**src/rtl/fast_pkg.sv**
```systemverilog
// Shared types and constants for the FAST corner detector: FSM states and
// the 16-point Bresenham circle used to fetch neighbours.
package fast_pkg;

    localparam int unsigned CIRCLE_N = 16;
    localparam int unsigned FETCH_N  = CIRCLE_N + 1;
    localparam int unsigned KW       = $clog2(FETCH_N);

    typedef enum logic [2:0] {
        S_IDLE,
        S_LOAD,
        S_NEXT,
        S_WBORD,
        S_FETCH,
        S_CAP,
        S_WRITE,
        S_FIN
    } state_e;

    // Circle offsets, index 0 at the top, proceeding clockwise.
    localparam int CIRCLE_DX [CIRCLE_N] = '{0, 1, 2, 3, 3, 3, 2, 1, 0, -1, -2, -3, -3, -3, -2, -1};
    localparam int CIRCLE_DY [CIRCLE_N] = '{-3, -3, -2, -1, 0, 1, 2, 3, 3, 3, 2, 1, 0, -1, -2, -3};

    // Fetch slot 0 is the centre pixel; slots 1..16 walk the circle.
    function automatic int fetch_dx(input logic [KW-1:0] k);
        return (k == '0) ? 0 : CIRCLE_DX[4'(k - KW'(1))];
    endfunction

    function automatic int fetch_dy(input logic [KW-1:0] k);
        return (k == '0) ? 0 : CIRCLE_DY[4'(k - KW'(1))];
    endfunction

endpackage

```
**src/rtl/fast_arc_detect.sv**
```systemverilog
// Circular contiguous-run detector: flags a corner when either mask holds a
// run of at least ARC_MIN set bits, with bit 15 adjacent to bit 0.
module fast_arc_detect
    import fast_pkg::*;
#(
    parameter int unsigned ARC_MIN = 9
) (
    input  logic [CIRCLE_N-1:0] bright_mask,
    input  logic [CIRCLE_N-1:0] dark_mask,
    output logic                is_corner
);

    // Doubling the mask turns any wrapping arc into a plain linear run.
    function automatic logic has_run(input logic [CIRCLE_N-1:0] m);
        logic [2*CIRCLE_N-1:0] dbl;
        int unsigned           run;
        logic                  found;
        dbl   = {m, m};
        run   = 0;
        found = 1'b0;
        for (int unsigned i = 0; i < 2 * CIRCLE_N; i++) begin
            run = dbl[i] ? run + 1 : 0;
            if (run >= ARC_MIN) begin
                found = 1'b1;
            end
        end
        return found;
    endfunction

    always_comb begin
        is_corner = has_run(bright_mask) || has_run(dark_mask);
    end

endmodule

```
**src/rtl/orb_fast_detect.sv**
```systemverilog
// FAST corner detector: raster-scans the smoothed image, fetches centre plus
// 16 circle pixels per interior pixel, and writes a 1-bit corner map.
module orb_fast_detect
    import fast_pkg::*;
#(
    parameter int unsigned X_MAX       = 400,
    parameter int unsigned Y_MAX       = 400,
    parameter int unsigned PIXEL_DEPTH = 8,
    parameter int unsigned ARC_MIN     = 9
) (
    input  logic                                   clk,
    input  logic                                   rst,
    input  logic                                   start,
    input  logic [$clog2(X_MAX):0]                 img_w,
    input  logic [$clog2(Y_MAX):0]                 img_h,
    input  logic [PIXEL_DEPTH-1:0]                 threshold,
    output logic [$clog2(X_MAX):0]                 x_addr_conv_fast,
    output logic [$clog2(Y_MAX):0]                 y_addr_conv_fast,
    output logic                                   ren_conv_fast,
    input  logic [PIXEL_DEPTH-1:0]                 rdat_conv_fast,
    output logic [$clog2(X_MAX):0]                 x_addr_fast,
    output logic [$clog2(Y_MAX):0]                 y_addr_fast,
    output logic                                   wen_fast,
    output logic                                   wdat_fast,
    output logic                                   busy,
    output logic                                   done,
    output logic [$clog2(X_MAX*Y_MAX+1)-1:0]       corner_count
);

    localparam int unsigned XW  = $clog2(X_MAX) + 1;
    localparam int unsigned YW  = $clog2(Y_MAX) + 1;
    localparam int unsigned XW1 = XW + 1;
    localparam int unsigned YW1 = YW + 1;
    localparam int unsigned CW  = $clog2(X_MAX * Y_MAX + 1);
    localparam int unsigned PW  = PIXEL_DEPTH;
    localparam int unsigned PW1 = PW + 1;

    state_e             state_q, state_d;
    logic [XW-1:0]      w_q, w_d, x_q, x_d, xa_q, xa_d;
    logic [YW-1:0]      h_q, h_d, y_q, y_d, ya_q, ya_d;
    logic [PW-1:0]      t_q, t_d;
    logic [KW-1:0]      k_q, k_d;
    logic [CW-1:0]      cnt_q, cnt_d;
    logic               ren_q, ren_d, wen_q, wen_d, wdat_q, wdat_d;
    logic               busy_q, busy_d, done_q, done_d;
    logic [PW-1:0]      smp_q [FETCH_N];
    logic [PW-1:0]      smp_d [FETCH_N];

    logic               border_c, last_c, shift_c, is_corner_c;
    logic [CIRCLE_N-1:0] bright_c, dark_c;

    assign border_c = (x_q < XW'(3)) || (y_q < YW'(3))
                   || (XW1'(x_q) + XW1'(4) > XW1'(w_q))
                   || (YW1'(y_q) + YW1'(4) > YW1'(h_q));
    assign last_c   = (x_q == w_q - XW'(1)) && (y_q == h_q - YW'(1));
    assign shift_c  = ((state_q == S_FETCH) && (k_q != '0)) || (state_q == S_CAP);

    // Sample k lands one cycle after its read; slot 0 ends up as the centre.
    always_comb begin
        smp_d = smp_q;
        if (shift_c) begin
            for (int unsigned i = 0; i < FETCH_N - 1; i++) begin
                smp_d[i] = smp_q[i+1];
            end
            smp_d[FETCH_N-1] = rdat_conv_fast;
        end
    end

    // Widened compares so c+t and p+t never wrap.
    always_comb begin
        bright_c = '0;
        dark_c   = '0;
        for (int unsigned i = 0; i < CIRCLE_N; i++) begin
            bright_c[i] = PW1'(smp_d[i+1]) > (PW1'(smp_d[0]) + PW1'(t_q));
            dark_c[i]   = (PW1'(smp_d[i+1]) + PW1'(t_q)) < PW1'(smp_d[0]);
        end
    end

    fast_arc_detect #(
        .ARC_MIN (ARC_MIN)
    ) u_arc (
        .bright_mask (bright_c),
        .dark_mask   (dark_c),
        .is_corner   (is_corner_c)
    );

    // Next-state logic; port values are decided one cycle ahead and registered.
    always_comb begin
        state_d = state_q;
        w_d     = w_q;
        h_d     = h_q;
        t_d     = t_q;
        x_d     = x_q;
        y_d     = y_q;
        k_d     = k_q;
        cnt_d   = cnt_q;
        ren_d   = 1'b0;
        wen_d   = 1'b0;
        wdat_d  = 1'b0;
        xa_d    = '0;
        ya_d    = '0;
        unique case (state_q)
            S_IDLE: begin
                if (start) begin
                    state_d = S_LOAD;
                    w_d     = img_w;
                    h_d     = img_h;
                    t_d     = threshold;
                end
            end
            S_LOAD: begin
                cnt_d   = '0;
                x_d     = '0;
                y_d     = '0;
                state_d = ((w_q == '0) || (h_q == '0)) ? S_FIN : S_NEXT;
            end
            S_NEXT: begin
                xa_d = x_q;
                ya_d = y_q;
                if (border_c) begin
                    state_d = S_WBORD;
                    wen_d   = 1'b1;
                end else begin
                    state_d = S_FETCH;
                    k_d     = '0;
                    ren_d   = 1'b1;
                end
            end
            S_FETCH: begin
                if (k_q == KW'(FETCH_N - 1)) begin
                    state_d = S_CAP;
                end else begin
                    k_d   = k_q + KW'(1);
                    ren_d = 1'b1;
                    xa_d  = XW'(int'(x_q) + fetch_dx(k_d));
                    ya_d  = YW'(int'(y_q) + fetch_dy(k_d));
                end
            end
            S_CAP: begin
                state_d = S_WRITE;
                wen_d   = 1'b1;
                wdat_d  = is_corner_c;
                xa_d    = x_q;
                ya_d    = y_q;
            end
            S_WBORD, S_WRITE: begin
                if (state_q == S_WRITE) begin
                    cnt_d = cnt_q + CW'(wdat_q);
                end
                if (last_c) begin
                    state_d = S_FIN;
                end else begin
                    state_d = S_NEXT;
                    if (x_q == w_q - XW'(1)) begin
                        x_d = '0;
                        y_d = y_q + YW'(1);
                    end else begin
                        x_d = x_q + XW'(1);
                    end
                end
            end
            S_FIN: begin
                state_d = S_IDLE;
            end
            default: begin
                state_d = S_IDLE;
            end
        endcase
        busy_d = (state_d != S_IDLE);
        done_d = (state_d == S_FIN);
    end

    always_ff @(posedge clk or posedge rst) begin
        if (rst) begin
            state_q <= S_IDLE;
            w_q     <= '0;
            h_q     <= '0;
            t_q     <= '0;
            x_q     <= '0;
            y_q     <= '0;
            k_q     <= '0;
            cnt_q   <= '0;
            ren_q   <= 1'b0;
            wen_q   <= 1'b0;
            wdat_q  <= 1'b0;
            xa_q    <= '0;
            ya_q    <= '0;
            busy_q  <= 1'b0;
            done_q  <= 1'b0;
            smp_q   <= '{default: '0};
        end else begin
            state_q <= state_d;
            w_q     <= w_d;
            h_q     <= h_d;
            t_q     <= t_d;
            x_q     <= x_d;
            y_q     <= y_d;
            k_q     <= k_d;
            cnt_q   <= cnt_d;
            ren_q   <= ren_d;
            wen_q   <= wen_d;
            wdat_q  <= wdat_d;
            xa_q    <= xa_d;
            ya_q    <= ya_d;
            busy_q  <= busy_d;
            done_q  <= done_d;
            smp_q   <= smp_d;
        end
    end

    assign x_addr_conv_fast = ren_q ? xa_q : '0;
    assign y_addr_conv_fast = ren_q ? ya_q : '0;
    assign ren_conv_fast    = ren_q;
    assign x_addr_fast      = wen_q ? xa_q : '0;
    assign y_addr_fast      = wen_q ? ya_q : '0;
    assign wen_fast         = wen_q;
    assign wdat_fast        = wdat_q;
    assign busy             = busy_q;
    assign done             = done_q;
    assign corner_count     = cnt_q;

endmodule
```
**config.mk**
```make
export PLATFORM = sky130hd
export DESIGN_NAME = orb_fast_detect
export DESIGN_NICKNAME = d
export VERILOG_FILES = /design/src/rtl/fast_pkg.sv /design/src/rtl/fast_arc_detect.sv /design/src/rtl/orb_fast_detect.sv
export SDC_FILE = /design/constraint.sdc
export NUM_CORES = 1
export LEC_CHECK = 0
export CORE_UTILIZATION = 37
export DETAILED_ROUTE_END_ITERATION = 6
export SLEW_MARGIN = 0
export SYNTH_ARGS = -nofsm -noshare
export SYNTH_HDL_FRONTEND = slang
export SYNTH_HIERARCHICAL = 1
export SYNTH_SLANG_ARGS = --single-unit
```
**constraint.sdc**
```tcl
create_clock -name clk -period 13.08 [get_ports clk]
set_input_delay 1.962 -clock clk [delete_from_list [all_inputs] [get_ports clk]]
set_output_delay 1.962 -clock clk [all_outputs]
set_load 0.005 [all_outputs]
```
# --- Word level (Yosys, flattened, before mapping) ---
# Memory sizes are Yosys's and may differ from the RTL's.
# Cells that the tools add are included.
classes:
  add_sub_neg: 90
  multipliers: 0
  div: 0
  order_cmp: 101
  eq_ne: 16
  n_shift: 0
  muxes: 166
  bitwise: 1
  reduce_logical: 23
op_table:
  columns: ["cell", "count"]
  rows:
  - ["$ge 32x4->1 const B", 64]
  - ["$add 32x1->32 const B", 62]
  - ["$mux 32", 62]
  - ["$mux 10", 16]
  - ["$add 8x8->9", 17]
  - ["$gt 8x9->1", 16]
  - ["$lt 9x8->1", 16]
  - ["$mux 136", 1]
  - ["$pmux 10 s2", 4]
  - ["$mux 1", 70]
  - ["$pmux 18 s2", 1]
  - ["$add 10x3->11 const B", 2]
  - ["$gt 11x10->1", 2]
  - ["$pmux 3 s7", 1]
  - ["$add 10x1->10 const B", 2]
  - ["$add 10x10->10", 2]
  - ["$eq 10x10->1", 2]
  - ["$logic_not 10->1", 2]
  - ["$lt 10x2->1 const B", 2]
  - ["$sub 10x1->10 const B", 2]
  - ["$add 18x1->18", 1]
  - ["$mux 18", 1]
  - ["$eq 3x3->1 const B", 5]
  - ["$mux 3", 5]
  - ["other kinds (21)", 39]
totals:
  reg_bits: 235
  latchBits: 0
  ram_bits: 0
  rom_bits: 1024
  in_bits: 39
  output_inout_bits: 63
  wordCells: 431
  mem_count: 2
memory_table:
  columns: ["memory", "words", "width", "rd", "rd_ports_with_merged_regs", "wr", "line_no", "source"]
  rows:
  - ["(no name shown)", 16, 32, 1, 0, 0, "fast_pkg.sv:30", "return (k == '0) ? 0 : CIRCLE_DY[4'(k - KW'(1))];"]
  - ["(no name shown)", 16, 32, 1, 0, 0, "fast_pkg.sv:26", "return (k == '0) ? 0 : CIRCLE_DX[4'(k - KW'(1))];"]

# --- Depth between registers and ports, before layout ---
depth:
  ltp_word: 73
  ltp_mapped: 44
  mapped_depth_nobuf: 39

# --- Modules after synthesis ---
# Netlist, hierarchy kept.
by_module_without_submodules:
  columns: ["mod", "instances", "cells_per_inst", "area_per_inst_um2", "seq_area_each_um2"]
  rows:
  - ["orb_fast_detect", 1, 2358, 21987.3, 5880.6]
  - ["fast_arc_detect", 1, 512, 3084.2, 0.0]

# --- Worst setup path before layout ---
# OpenSTA, ideal clock, no wires.
synth_timing:
  path_type: "reg-to-reg"
  from: "register k_q[0]"
  to: "register wdat_q (netlist: wdat_fast)"
  setup_ps: 120
  t_arrival_ps: 9841
  required_ps: 12960
  slack_ps: 3119
  path_stages_with_launch: 44
  n_path_buf: 5
  period_less_slack_ps: 9961
  cell_sequence: "dfrtp_1 -> clkbuf_1 -> inv_1 -> ha_1 -> nor3b_1 -> a31oi_2 -> clkbuf_1 -> clkbuf_1 -> buf_2 -> mux2_2 -> ha_1 -> a21o_1 -> a21oi_1 -> o21bai_1 -> a21oi_1 -> o21bai_1 -> a21oi_1 -> xnor2_1 -> [8 not listed] -> ha_1 -> nand2_1 -> o21ai_1 -> and2_1 -> clkbuf_1 -> nor4_1 -> o221ai_1 -> a2111oi_0 -> a211o_1 -> mux2_4 -> mux2_4 -> a32o_1 -> a211oi_2 -> o21ai_1 -> a311oi_1 -> nand4_1 -> or4_1 -> and3_1"
synth_rtl:
  columns: ["item", "line_no", "source"]
  rows:
  - ["start, declared", "orb_fast_detect.sv:42", "logic [KW-1:0] k_q, k_d;"]
  - ["start signal, assigned", "orb_fast_detect.sv:198", "k_q <= k_d;"]
  - ["end signal, assigned", "orb_fast_detect.sv:202", "wdat_q <= wdat_d;"]
  - ["end, declared", "orb_fast_detect.sv:44", "logic ren_q, ren_d, wen_q, wen_d, wdat_q, wdat_d;"]

==> impl_metrics.py <==
metrics = {
    "cts": {
        "cts_sinks": 235,
        "cts_buffer_depth": 3,
        "cts_setup_buffers": 0,
        "cts_hold_buf": 0,
        "cts_tree": "built",
        "clock_latency_ps": 610,
        "htreeDepth": 1,
        "cts-root-buf": "clkbuf_16",
        "post_cts_resized": 0,
        "numCtsBuffers": 28,
        "clkTransAtPathRegs_ps": 70,
    },
    "global_routing": {
        "overflow": 0,
        "antenna_found_initial": 0,
        "grt_pass1_vias": 21620,
        "grt_max_degree": 114,
        "track_usage_pct": 22.00,
        "grt_pass1_wl_um": 121700,
    },
    "layout": {
        "areaGrowthSynthToFinish_pct": 12.66,
        "antenna_cells": 0,
        "n_fill_cell": 6693,
        "multi_input_area_mm2": 0.01817,
        "ff_latch_area_mm2": 0.005882,
        "instances_no_fill": 3850,
        "drive_gt1_share_pct": 10.01,
        "fin_nets": 3408,
    },
    "worst_setup_path": {
        "cp-startpoint": "k_q[0]$_DFFE_PP0P_",
        "crit_arrival_ps": 11250,
        "r2r-start": "k_q[0]$_DFFE_PP0P_",
        "crit_slowest_cell": "a221oi_1",
        "critical_path_required_ps": 13580,
        "path_common_cell": "o21ai_0",
        "start_kind": "flip-flop",
        "critPathTopFamily": "compound AO/OA/AOI/OAI gates",
        "cp-end-kind": "flip-flop",
        "worstSetupPathType": "reg2reg",
        "worst-path-buf-inv": 3,
        "reg2reg_slack_ps": 2330,
        "max_stage_delay_ps": 820,
        "crit_fanout": 41,
    },
    "detailed_routing": {
        "wirelength_um": 76350,
        "drt-initial-drc-count": 1572,
        "wl_per_cell_um": 19.83,
        "ant_nets": 0,
        "routed_via_density": 5.770,
        "dr.pass1.iters": 6,
        "vias": 22220,
        "drcViolationCount": 0,
    },
    "logic_synthesis": {
        "synth-xor-area-share_pct": 6.568,
        "synth.distinct_cells": 95,
        "synth_compound_area_share_pct": 20.44,
        "yosysMostFrequentCell": "ha_1",
        "synthAdderAreaFrac_pct": 21.82,
        "async_flop_share_pct": 100.0,
        "synth_top_family_by_area": "adder cells",
        "syn-cell-area_mm2": 0.02507,
        "synth_area_leaders": "dfrtp_1 (23%), ha_1 (20%), mux2_2 (6.4%)",
        "synth_top_area_share_pct": 23.46,
        "synth_seq_area_share_pct": 23.46,
        "ys_top_cells_by_count": "ha_1 (394), dfrtp_1 (235), a21oi_1 (231), nand2_1 (193), inv_1 (184)",
        "synthFlopType": "dfrtp_1",
        "avgSynthCellArea_um2": 8.736,
        "synthMuxAreaShare_pct": 6.822,
        "yosys_warnings": 6,
        "ys_ff_latch": 235,
        "synth-simple-area-share_pct": 16.40,
        "synth.net_count": 3322,
        "netlist_instances": 2870,
        "yosysTopAreaCell": "dfrtp_1",
        "synth-edff-count": 0,
    },
    "hold_path": {
        "hold_class": "reg2reg",
        "worstHoldStart": "corner_count[17]$_DFFE_PP0P_",
    },
    "pwr": {
        "power_leakage_uw": 0.01272,
        "ir_drop_mv": 0.09890,
        "powerDensity_mw_per_mm2": 177.1,
    },
    "sta": {
        "fin_skew_ps": 49.37,
        "finalSetupViolCount": 0,
        "max_freq_mhz": 93.01,
        "post-route-period-util_pct": 82.20,
        "relSlewSlack_pct": 13.98,
        "tightest_slew_ps": 1258,
        "rsz0062_at_grt": "no",
        "tns_ps": 0,
        "post-route-min-period_ps": 10750,
        "hold_viol_final": 0,
        "slew_viol_final": 0,
    },
    "die": {
        "die_w_um": 262.3,
        "num_rows": 95,
        "pin_count": 102,
        "fp.dieArea_mm2": 0.06881,
        "start_util_pct": 37.33,
        "coreArea_mm2": 0.06716,
        "die_h_um": 262.3,
    },
    "placed_design": {
        "place_hpwl_um": 56970,
        "dp.cells": 3799,
        "gp_congestion": 0.9375,
        "portBuffers": 101,
    },
    "flow_run": {
        "maxCapViolCount": 0,
    },
    "status": {
        "status": "finished, final reports clean",
    },
}
## power breakdown
part	total, uW	switching [uW]	internal [uW]
clock	832	364	468
combinational	3250	2030	1220
sequential	923	123	801
total	5000	2510	2490
## cell families after synthesis
family	after synthesis
DFF	235
and+or+nand+nor	792
AOI/OAI and AO/OA	787
buffers and inverters	287
adders and majority gates	429
muxes	152
xor gates and xnor gates	188
## flip-flops by register name (all words and copies together), names as in the netlist
name,count
ren_conv_fast,1
wdat_fast,1
xa_q,10
wen_fast,1
w_q,10
ya_q,10
busy,1
y_q,10
state_q,3
done,1
k_q,5
x_q,10
h_q,10
smp_q,136
t_q,8
corner_count,18
## path summary, 6_finish.rpt
check | end | cells past startpoint
worst max-delay path | wdat_fast$_DFF_PP0_ | 34
worst min-delay path | corner_count[17]$_DFFE_PP0P_ | 1
worst max register to register | wdat_fast$_DFF_PP0_ | 34
worst min register to register | corner_count[17]$_DFFE_PP0P_ | 1
max in group asynchronous | smp_q[18]$_DFF_PP0_ | 3
min in group asynchronous | t_q[1]$_DFFE_PP0P_ | 2
## metal layers
layer / global-route usage, % / part of all wire (%) / vias up / wire length, um
li1: - / - / 10820 / -
met3: 2.774 / 5.1 / 139 / 3861
met4: 6.359 / 3.2 / 0 / 2448
met2: 37.53 / 47 / 655 / 35580
met5: 0 / 0 / - / 0
met1: 28.98 / 45 / 10610 / 34460
## cell usage in the layout, fill, tap and decap left out, types with 9 or more instances in the layout
cell and instances:
a2111oi_0 16, a211oi_1 35, a21o_1 47, a21oi_1 231
a221oi_1 18, a311oi_1 10, a31oi_1 21, a41oi_1 11
and2_1 57, and3_1 21, buf_4 57, clkbuf_16 28
clkdlybuf4s50_1 101, dfrtp_1 234, fa_1 19, ha_1 394
inv_1 183, maj3_1 16, mux2_2 143, nand2_1 193
nand2b_1 28, nand3_1 106, nand4_1 42, nor2_1 113
nor2b_1 44, nor3_1 70, nor3b_1 14, nor4_1 19
o211ai_1 26, o21a_1 23, o21ai_0 165, o21bai_1 54
o22ai_1 11, o311ai_0 9, o31ai_1 16, or3_1 29
or4_1 10, xnor2_1 142, xor2_1 42
## worst reg2reg max path: cells and delay by family (launching register included)
| kind | cells | cell delay [ps] |
|---|---|---|
| buffers and inverters | 3 | 910 |
| muxes | 1 | 450 |
| adders and majority gates | 3 | 890 |
| xor gates and xnor gates | 1 | 720 |
| AOI/OAI and AO/OA | 14 | 4160 |
| DFF | 1 | 490 |
| and+or+nand+nor | 12 | 3020 |
## metrics by stage
step	setup WS [ps]	power [uW]	area, um2	utilization (%)	hold WS (ps)
after global placement	2726	4137	27280	40.63	481.7
after CTS	2476	4988	28250	42.06	497.6
after global routing	1305	5430	28250	42.06	548.2
after floorplan	3119	3177	25070	-	480.2
after detailed placement	2503	4133	27280	40.63	490.8
final	2328	5001	28250	42.06	488.4
## final cells by class
cell class	count	area share, %
multi-input cells	2348	64.32
flip-flops and latches	235	20.82
repair buffers	158	5.094
well taps	873	3.867
clock buffers	34	2.596
inverters	185	2.485
clock inverters	17	0.8106
Note: power is estimated with default switching activity, not from simulation.
